<file path="src/rtl/lcd_st_pkg.sv">
// Shared constants for the LCD Avalon-ST stream adapters.
// Payload width, FIFO depth and ready latencies on each side.
package lcd_st_pkg;

  localparam int LCD_ST_DATA_W     = 8;
  localparam int LCD_ST_FIFO_DEPTH = 4;
  localparam int LCD_ST_RL_IN      = 1;
  localparam int LCD_ST_RL_OUT     = 0;

endpackage

</file>
<file path="src/rtl/lcd_st_fifo_mem.sv">
// FIFO storage: DEPTH x DATA_W registers, one write port, async read.
// Ports: clk, wr_en/wr_addr/wr_data write side, rd_addr -> rd_data.
module lcd_st_fifo_mem #(
  parameter int DATA_W = 8,
  parameter int DEPTH  = 4,
  parameter int AW     = $clog2(DEPTH)
) (
  input  logic              clk,
  input  logic              wr_en,
  input  logic [AW-1:0]     wr_addr,
  input  logic [DATA_W-1:0] wr_data,
  input  logic [AW-1:0]     rd_addr,
  output logic [DATA_W-1:0] rd_data
);

  logic [DATA_W-1:0] mem [DEPTH];

  always_ff @(posedge clk) begin
    if (wr_en) mem[wr_addr] <= wr_data;
  end

  assign rd_data = mem[rd_addr];

endmodule

</file>
<file path="src/rtl/lcd_master_ready_adt.sv">
// Ready-latency adapter: upstream RL=1, downstream RL=0, small FIFO.
// Ports: in_valid/in_data/in_ready, out_valid/out_data/out_ready, fill, overflow.
module lcd_master_ready_adt
  import lcd_st_pkg::*;
#(
  parameter int DATA_W = LCD_ST_DATA_W,
  parameter int DEPTH  = LCD_ST_FIFO_DEPTH
) (
  input  logic                     clk,
  input  logic                     reset_n,
  input  logic                     in_valid,
  input  logic [DATA_W-1:0]        in_data,
  output logic                     in_ready,
  output logic                     out_valid,
  output logic [DATA_W-1:0]        out_data,
  input  logic                     out_ready,
  output logic [$clog2(DEPTH):0]   fill,
  output logic                     overflow
);

  localparam int AW = $clog2(DEPTH);
  localparam int CW = AW + 1;

  logic [AW-1:0] wr_ptr;
  logic [AW-1:0] rd_ptr;
  logic [CW-1:0] count;
  logic [CW-1:0] count_next;
  logic          full;
  logic          wr_en;
  logic          rd_en;

  assign full      = (count == CW'(DEPTH));
  assign out_valid = (count != '0);
  assign rd_en     = out_valid && out_ready;
  // A full FIFO still takes a beat when the head leaves this cycle.
  assign wr_en     = in_valid && (!full || rd_en);
  assign fill      = count;

  always_comb begin
    count_next = count;
    unique case (1'b1)
      (wr_en && !rd_en): count_next = count + CW'(1);
      (rd_en && !wr_en): count_next = count - CW'(1);
      default: ;
    endcase
  end

  always_ff @(posedge clk or negedge reset_n) begin
    if (!reset_n) begin
      wr_ptr   <= '0;
      rd_ptr   <= '0;
      count    <= '0;
      in_ready <= 1'b0;
      overflow <= 1'b0;
    end else begin
      if (wr_en) wr_ptr <= wr_ptr + AW'(1);
      if (rd_en) rd_ptr <= rd_ptr + AW'(1);
      count <= count_next;
      // Two free slots: one for the beat in flight, one spare.
      in_ready <= (count_next <= CW'(DEPTH - 2));
      if (in_valid && full && !rd_en) overflow <= 1'b1;
    end
  end

  lcd_st_fifo_mem #(
    .DATA_W (DATA_W),
    .DEPTH  (DEPTH)
  ) u_mem (
    .clk     (clk),
    .wr_en   (wr_en),
    .wr_addr (wr_ptr),
    .wr_data (in_data),
    .rd_addr (rd_ptr),
    .rd_data (out_data)
  );

`ifndef SYNTHESIS
  logic rdy_d;

  always_ff @(posedge clk or negedge reset_n) begin
    if (!reset_n) rdy_d <= 1'b0;
    else          rdy_d <= in_ready;
  end

  always_ff @(posedge clk) begin
    if (reset_n && in_valid && !rdy_d)
      $info("lcd_master_ready_adt: in_valid after in_ready low");
  end
`endif

endmodule

</file>
<file path="config.mk">
export PLATFORM = sky130hd
export DESIGN_NAME = lcd_master_ready_adt
export DESIGN_NICKNAME = d
export VERILOG_FILES = /design/src/rtl/lcd_st_pkg.sv /design/src/rtl/lcd_st_fifo_mem.sv /design/src/rtl/lcd_master_ready_adt.sv
export SDC_FILE = /design/constraint.sdc
export NUM_CORES = 1
export LEC_CHECK = 0
export CAP_MARGIN = 20
export CORE_MARGIN = 1.5
export CORE_UTILIZATION = 50
export CTS_BUF_LIST = sky130_fd_sc_hd__clkbuf_8
export CTS_CLUSTER_DIAMETER = 30
export CTS_CLUSTER_SIZE = 16
export DETAILED_ROUTE_END_ITERATION = 10
export PLACE_DENSITY = 0.74
export SYNTH_ARGS = -nofsm -noshare
export SYNTH_HDL_FRONTEND = slang
export SYNTH_HIERARCHICAL = 1
export SYNTH_SLANG_ARGS = --single-unit
</file>
<file path="constraint.sdc">
create_clock -name clk -period 6.5 [get_ports clk]
set_input_delay 1.3 -clock clk [delete_from_list [all_inputs] [get_ports clk]]
set_output_delay 1.3 -clock clk [all_outputs]
set_load 0.005 [all_outputs]
</file>
==> flow_metrics.py, run 1 <==
metrics = {
    "pwr": {
        "vdd_drop_max_mv": 0.2169,
        "leakage_nw": 0.7185,
        "p_seq_share_pct": 47.9,
        "intPower_w": 0.0006341,
        "switchingPower_w": 0.0002582,
        "clock_power_share_pct": 16.5,
        "switching_share_pct": 28.94,
        "p_comb_share_pct": 35.6,
        "power_density_mw_per_mm2": 434.3,
    },
    "cts": {
        "clock_latency_ns": 0.28,
        "cts.clk_slew.worst_paths_ns": 0.07,
        "cts_tree": "yes",
        "clock_path_buffers": 2,
        "clock_sink_count": 41,
        "cts_resized": 0,
        "cts_buffers": 5,
        "cts_setup_buffers": 0,
        "hold_buffers": 0,
        "root_buffer": "clkbuf_8",
        "htreeDepth": 2,
    },
    "global_route": {
        "grt_use_met3_pct": 6.723,
        "grt_use_total_pct": 17.46,
        "met1_usage_pct": 24.06,
        "grt_use_met2_pct": 26.14,
        "grt_max_degree": 12,
        "grt_pass1_vias": 927,
        "grt_busiest_layer": "met2",
        "antenna_found_initial": 0,
        "grt-ovfl-total": 0,
        "grt_first_pass_wirelength_um": 4443,
    },
    "sta": {
        "slew_headroom_pct": 60.43,
        "rsz0062_at_grt": "no",
        "slew_viol_final": 0,
        "worst_slew_pin_slew_ns": 0.5936,
        "min_period_over_period_pct": 51.60,
        "finalSetupTns_ns": 0,
        "finalClockSkew_ns": 0.005827,
        "hold_viol": 0,
        "fin_crit_ns": 3.354,
        "fmax_mhz": 298.2,
        "setup_viol": 0,
        "setup_slack_ns": 3.146,
    },
    "worst_setup_path": {
        "cp.required_ns": 5.20,
        "cp.arrival_ns": 2.05,
        "endpoint_kind": "output pin",
        "setup.worst_path.class": "reg2out",
        "critPathMaxFanout": 10,
        "worstReg2RegEnd": "in_ready$_DFF_PN0_",
        "rrSetupSlack_ns": 4.06,
        "rr_startpoint": "fill[0]$_DFF_PN0_",
        "cp-start-kind": "flip-flop",
        "ff2ff_path_depth": 8,
    },
    "outcome": {
        "status": "finished clean",
    },
    "placement": {
        "post-place-ws_ns": 2.933,
        "dp_hpwl_um": 1902,
        "io_buffers": 25,
        "gp_congestion": 0.8098,
    },
    "cells_and_area": {
        "nets": 132,
        "drive_gt1_share_pct": 20.34,
        "diodes": 0,
        "fill_cells": 232,
        "areaGrowthSynthToFinish_pct": 21.18,
    },
    "floorplanning": {
        "die-area_mm2": 0.003749,
        "die_y_um": 61.23,
        "std_cell_rows": 20,
        "die_w_um": 61.23,
        "ios": 26,
        "initial_utilization_pct": 54.20,
        "core_area_mm2": 0.003128,
    },
    "worst_hold_path": {
        "hold_path_depth": 1,
        "whs_endpoint": "overflow$_DFFE_PN0P_",
        "hold_path.class": "reg2reg",
        "worstHoldStart": "overflow$_DFFE_PN0P_",
    },
    "routing": {
        "drc": 0,
        "dr.first_iter.drc_count": 18,
        "wl_per_cell_um": 16.99,
        "dr_total_vias": 894,
        "routed_wl_um": 2752,
        "postRouteAntennaNets": 0,
        "drt_pass1_iterations": 4,
        "via_per_inst": 5.519,
    },
    "synthesis": {
        "ys_ff_latch": 41,
        "synth_edf_count": 32,
        "yosys_warnings": 6,
        "synth.area.top_cells": "edfxtp_1, dfrtp_1, mux4_2",
        "syn_inst": 89,
        "yosysTopAreaCell": "edfxtp_1",
        "synth_flop_cell": "edfxtp_1",
        "syn_avg_cell_area_um2": 19.05,
        "syn_area_mm2": 0.001695,
        "yosysSeqAreaShare_pct": 69.96,
        "yosysTopAreaCellShare_pct": 56.68,
        "synth_cell_type_count": 31,
        "synth_nets": 102,
        "async_reset_ff_share_pct": 21.95,
    },
    "job": {
        "maxCapViolations": 0,
    },
}
## logic make-up (layout without fill, tap and decap cells)
group | count (synthesis) | count (layout) | share of synthesized area [%]
multiplexers | 11 | 11 | 13.06
XOR/XNOR | 6 | 6 | 3.100
AO/OA/AOI/OAI | 7 | 7 | 3.175
buffers and inverters | 4 | 33 | 1.844
AND/OR/NAND/NOR | 19 | 19 | 7.676
adder cells (fa/ha/maj) | 1 | 1 | 1.181
flip-flops | 41 | 41 | 69.96
## cells in the final DEF, fill, tap and decap left out, types with 2 or more instances in the layout
master / instances
mux4_2: 8
nor2_1: 3
clkdlybuf4s50_1: 25
dfrtp_1: 9
clkbuf_8: 5
xnor2_1: 3
xor2_1: 3
and3b_1: 2
mux2_4: 2
edfxtp_1: 32
nand3_1: 4
## sequential cells by signal (all words and copies together) (netlist names)
signal / flops
fill: 3
in_ready: 1
overflow: 1
rd_ptr: 2
u_mem/mem: 32
wr_ptr: 2
## worst max-delay path: stages (launching register included)
cell             delay [ns]
dfrtp_1                0.72
mux4_2                 0.59
clkdlybuf4s50_1        0.46
## power groups by stage
stage / clock network, W / registers (W) / logic [W]
floorplan: 0 / 0.000400 / 0.000205
global placement: 0 / 0.000432 / 0.000312
detailed placement: 0 / 0.000435 / 0.000321
CTS: 0.000151 / 0.000430 / 0.000322
global route: 0.000165 / 0.000438 / 0.000345
finish: 0.000147 / 0.000427 / 0.000318
## per-layer routing
layer	vias up	part of all wire (%)
li1	405	-
met1	469	46
met2	18	49
met3	2	4.2
met4	0	0.47
met5	-	0
## layout make-up
type | instances | area [µm²] | area share (%)
Clock buffer | 5 | 68.82 | 3.350
Clock inverter | 1 | 5.005 | 0.2436
Inverter | 1 | 3.754 | 0.1827
Multi-Input combinational cell | 44 | 478.0 | 23.26
Sequential cell | 41 | 1186 | 57.73
Tap cell | 44 | 55.05 | 2.680
Timing Repair Buffer | 26 | 257.7 | 12.55
## cell usage after synthesis (all sizes together) (2+ instances only)
master and instances:
nand3 4, xnor2 3, buf 2, xor2 3, nand2 2, mux2 3
mux4 8, dfrtp 9, nor2b 2, and3b 2, edfxtp 32, nor2 3
## metrics by stage
step	total power [W]	hold WS [ns]	area (µm²)	cells	utilization [%]
after CTS	0.0009034	0.5026	2054	162	65.68
after detailed placement	0.0007553	0.4822	1981	156	63.32
after global placement	0.0007442	0.4868	1973	155	63.08
after floorplan	0.0006048	0.4445	1695	89	-
final	0.0008922	0.4980	2054	162	65.68
after global routing	0.0009486	0.5332	2054	162	65.68
## worst max path at each step
stage                                startpoint                         to  slack [ns]  cells past startpoint
after global routing      rd_ptr[0]$_DFFE_PN0N_                out_data[5]        3.02                      2
after CTS                 rd_ptr[0]$_DFFE_PN0N_                out_data[5]        3.10                      2
after global placement                out_ready  u_mem/mem[0][6]$_DFFE_PP_        2.75                      4
after floorplan                       out_ready  u_mem/mem[0][0]$_DFFE_PP_        3.72                      4
after detailed placement              out_ready         in_ready$_DFF_PN0_        2.93                      7
final                     rd_ptr[0]$_DFFE_PN0N_                out_data[5]        3.15                      2
Power figures use the tool's default switching activity.
==> run 2: changes to the inputs <==
Settings changed: PLACE_DENSITY 0.74 to 0.77.
Clock period 6.5 ns to 3.05 ns, I/O delays scaled along.
==> flow_metrics.py, run 2 (synthesis results as in run 1) <==
metrics = {
    "outcome": {
        "status": "finished clean",
    },
    "cts": {
        "cts_tree": "yes",
        "cts.clk_slew.worst_paths_ns": 0.07,
        "root_buffer": "clkbuf_8",
        "clock_sink_count": 41,
        "hold_buffers": 0,
        "clock_latency_ns": 0.29,
        "htreeDepth": 2,
        "clock_path_buffers": 2,
        "cts_resized": 0,
        "cts_buffers": 5,
        "cts_setup_buffers": 0,
    },
    "cells_and_area": {
        "diodes": 0,
        "nets": 133,
        "areaGrowthSynthToFinish_pct": 23.40,
        "design_area_mm2": 0.002092,
        "largest_reg_flops": 32,
        "final_common_cell": "edfxtp_1",
        "top_register": "u_mem/mem",
        "final_cell_mix": "edfxtp_1, clkdlybuf4s50_1, dfrtp_1, mux4_2, clkbuf_8",
        "drive_gt1_share_pct": 21.67,
    },
    "sta": {
        "hold_viol": 0,
        "min_period_over_period_pct": 87.43,
        "fin_crit_ns": 2.667,
        "fmax_mhz": 375.0,
        "finalSetupTns_ns": 0,
        "rsz0062_at_grt": "no",
        "finalClockSkew_ns": 0.006677,
        "setup_viol": 0,
        "worst_slew_pin_slew_ns": 0.5725,
        "slew_viol_final": 0,
        "slew_headroom_pct": 61.83,
    },
    "floorplanning": {
        "std_cell_rows": 20,
        "die_y_um": 61.23,
        "initial_utilization_pct": 54.20,
        "die_w_um": 61.23,
        "core_area_mm2": 0.003128,
        "ios": 26,
        "die-area_mm2": 0.003749,
    },
    "worst_hold_path": {
        "hold_path.class": "reg2reg",
        "hold_path_depth": 1,
    },
    "routing": {
        "via_per_inst": 5.299,
        "dr_total_vias": 869,
        "drc": 0,
        "routed_wl_um": 2599,
        "wl_per_cell_um": 15.85,
        "postRouteAntennaNets": 0,
        "drt_pass1_iterations": 4,
        "dr.first_iter.drc_count": 23,
    },
    "global_route": {
        "grt-ovfl-total": 0,
        "grt_first_pass_wirelength_um": 4209,
        "grt_max_degree": 13,
        "grt_pass1_vias": 861,
        "grt_use_total_pct": 16.91,
        "antenna_found_initial": 0,
    },
    "placement": {
        "gp_congestion": 0.7807,
        "dp_hpwl_um": 1821,
        "io_buffers": 25,
        "placed_area_mm2": 0.001988,
    },
    "worst_setup_path": {
        "cp-start-kind": "flip-flop",
        "critPathMaxFanout": 10,
        "endpoint_kind": "output pin",
        "path_cells": "mux4_2 -> clkdlybuf4s50_1",
        "setup.worst_path.class": "reg2out",
        "ff2ff_path_depth": 8,
        "cp.required_ns": 2.44,
        "cp_slowest_cell": "dfrtp_1",
        "critPathMaxStageDelay_ns": 0.71,
        "cp.arrival_ns": 2.06,
    },
    "pwr": {
        "finalPower_w": 0.001983,
        "leakage_nw": 0.7374,
        "vdd_drop_max_mv": 0.5004,
        "power_density_mw_per_mm2": 947.7,
    },
    "job": {
        "maxCapViolations": 0,
    },
}
[run 2: cell count changes in the layout (fill, tap and decap cells not counted), sizes merged]
cell	delta
bufinv	+1
buf	+1
[run 2: power by group]
group / leakage [nW] / internal, W / switching [W]
clock network: 0.0540 / 0.000238 / 0.000170
logic: 0.286 / 0.000443 / 0.000225
registers: 0.398 / 0.000758 / 0.000149
total: 0.737 / 0.00144 / 0.000544
[run 2: worst paths after layout]
| path | slack [ns] | to | start |
|---|---|---|---|
| setup reg to reg | 0.65 | in_ready$_DFF_PN0_ | fill[0]$_DFF_PN0_ |
| max in group asynchronous | 2.14 | rd_ptr[0]$_DFFE_PN0N_ | reset_n |
| min in group asynchronous | 0.62 | overflow$_DFFE_PN0P_ | reset_n |
| hold / removal | 0.48 | overflow$_DFFE_PN0P_ | overflow$_DFFE_PN0P_ |
| setup / recovery | 0.38 | out_data[0] | rd_ptr[0]$_DFFE_PN0N_ |
| hold reg to reg | 0.48 | overflow$_DFFE_PN0P_ | overflow$_DFFE_PN0P_ |
[run 2: through the flow]
| stage | hold WS (ns) | utilization [%] | cells | worst slack (ns) |
|---|---|---|---|---|
| after floorplan | 0.3144 | - | 89 | 0.8064 |
| after global placement | 0.4637 | 63.56 | 157 | 0.4817 |
| after detailed placement | 0.4623 | 63.56 | 157 | 0.4344 |
| after CTS | 0.4845 | 66.88 | 164 | 0.3082 |
| after global routing | 0.4970 | 66.88 | 164 | 0.2341 |
| final | 0.4833 | 66.88 | 164 | 0.3835 |
[run 2: worst max-delay path: cells and delay by family (launching register included)]
family | cells | cell delay (ns)
flip-flops | 1 | 0.71
buffers and inverters | 1 | 0.48
multiplexers | 1 | 0.57
[run 2: cell type report]
| cell class | count | area, µm² |
|---|---|---|
| Sequential cell | 41 | 1186 |
| Clock inverter | 2 | 35.03 |
| Multi-Input combinational cell | 44 | 478.0 |
| Fill cell | 239 | 1036 |
| Timing Repair Buffer | 27 | 265.3 |
| Clock buffer | 5 | 68.82 |
| Tap cell | 44 | 55.05 |
| Inverter | 1 | 3.754 |
[run 2: layer usage]
| layer | vias up | part of all wire [%] | global-route usage, % | wire length, µm |
|---|---|---|---|---|
| li1 | 412 | - | - | - |
| met1 | 436 | 42 | 21.82 | 1101 |
| met2 | 16 | 52 | 25.23 | 1357 |
| met3 | 5 | 3.3 | 7.143 | 86 |
| met4 | 0 | 2.0 | 7.453 | 53 |
| met5 | - | 0 | 0 | 0 |
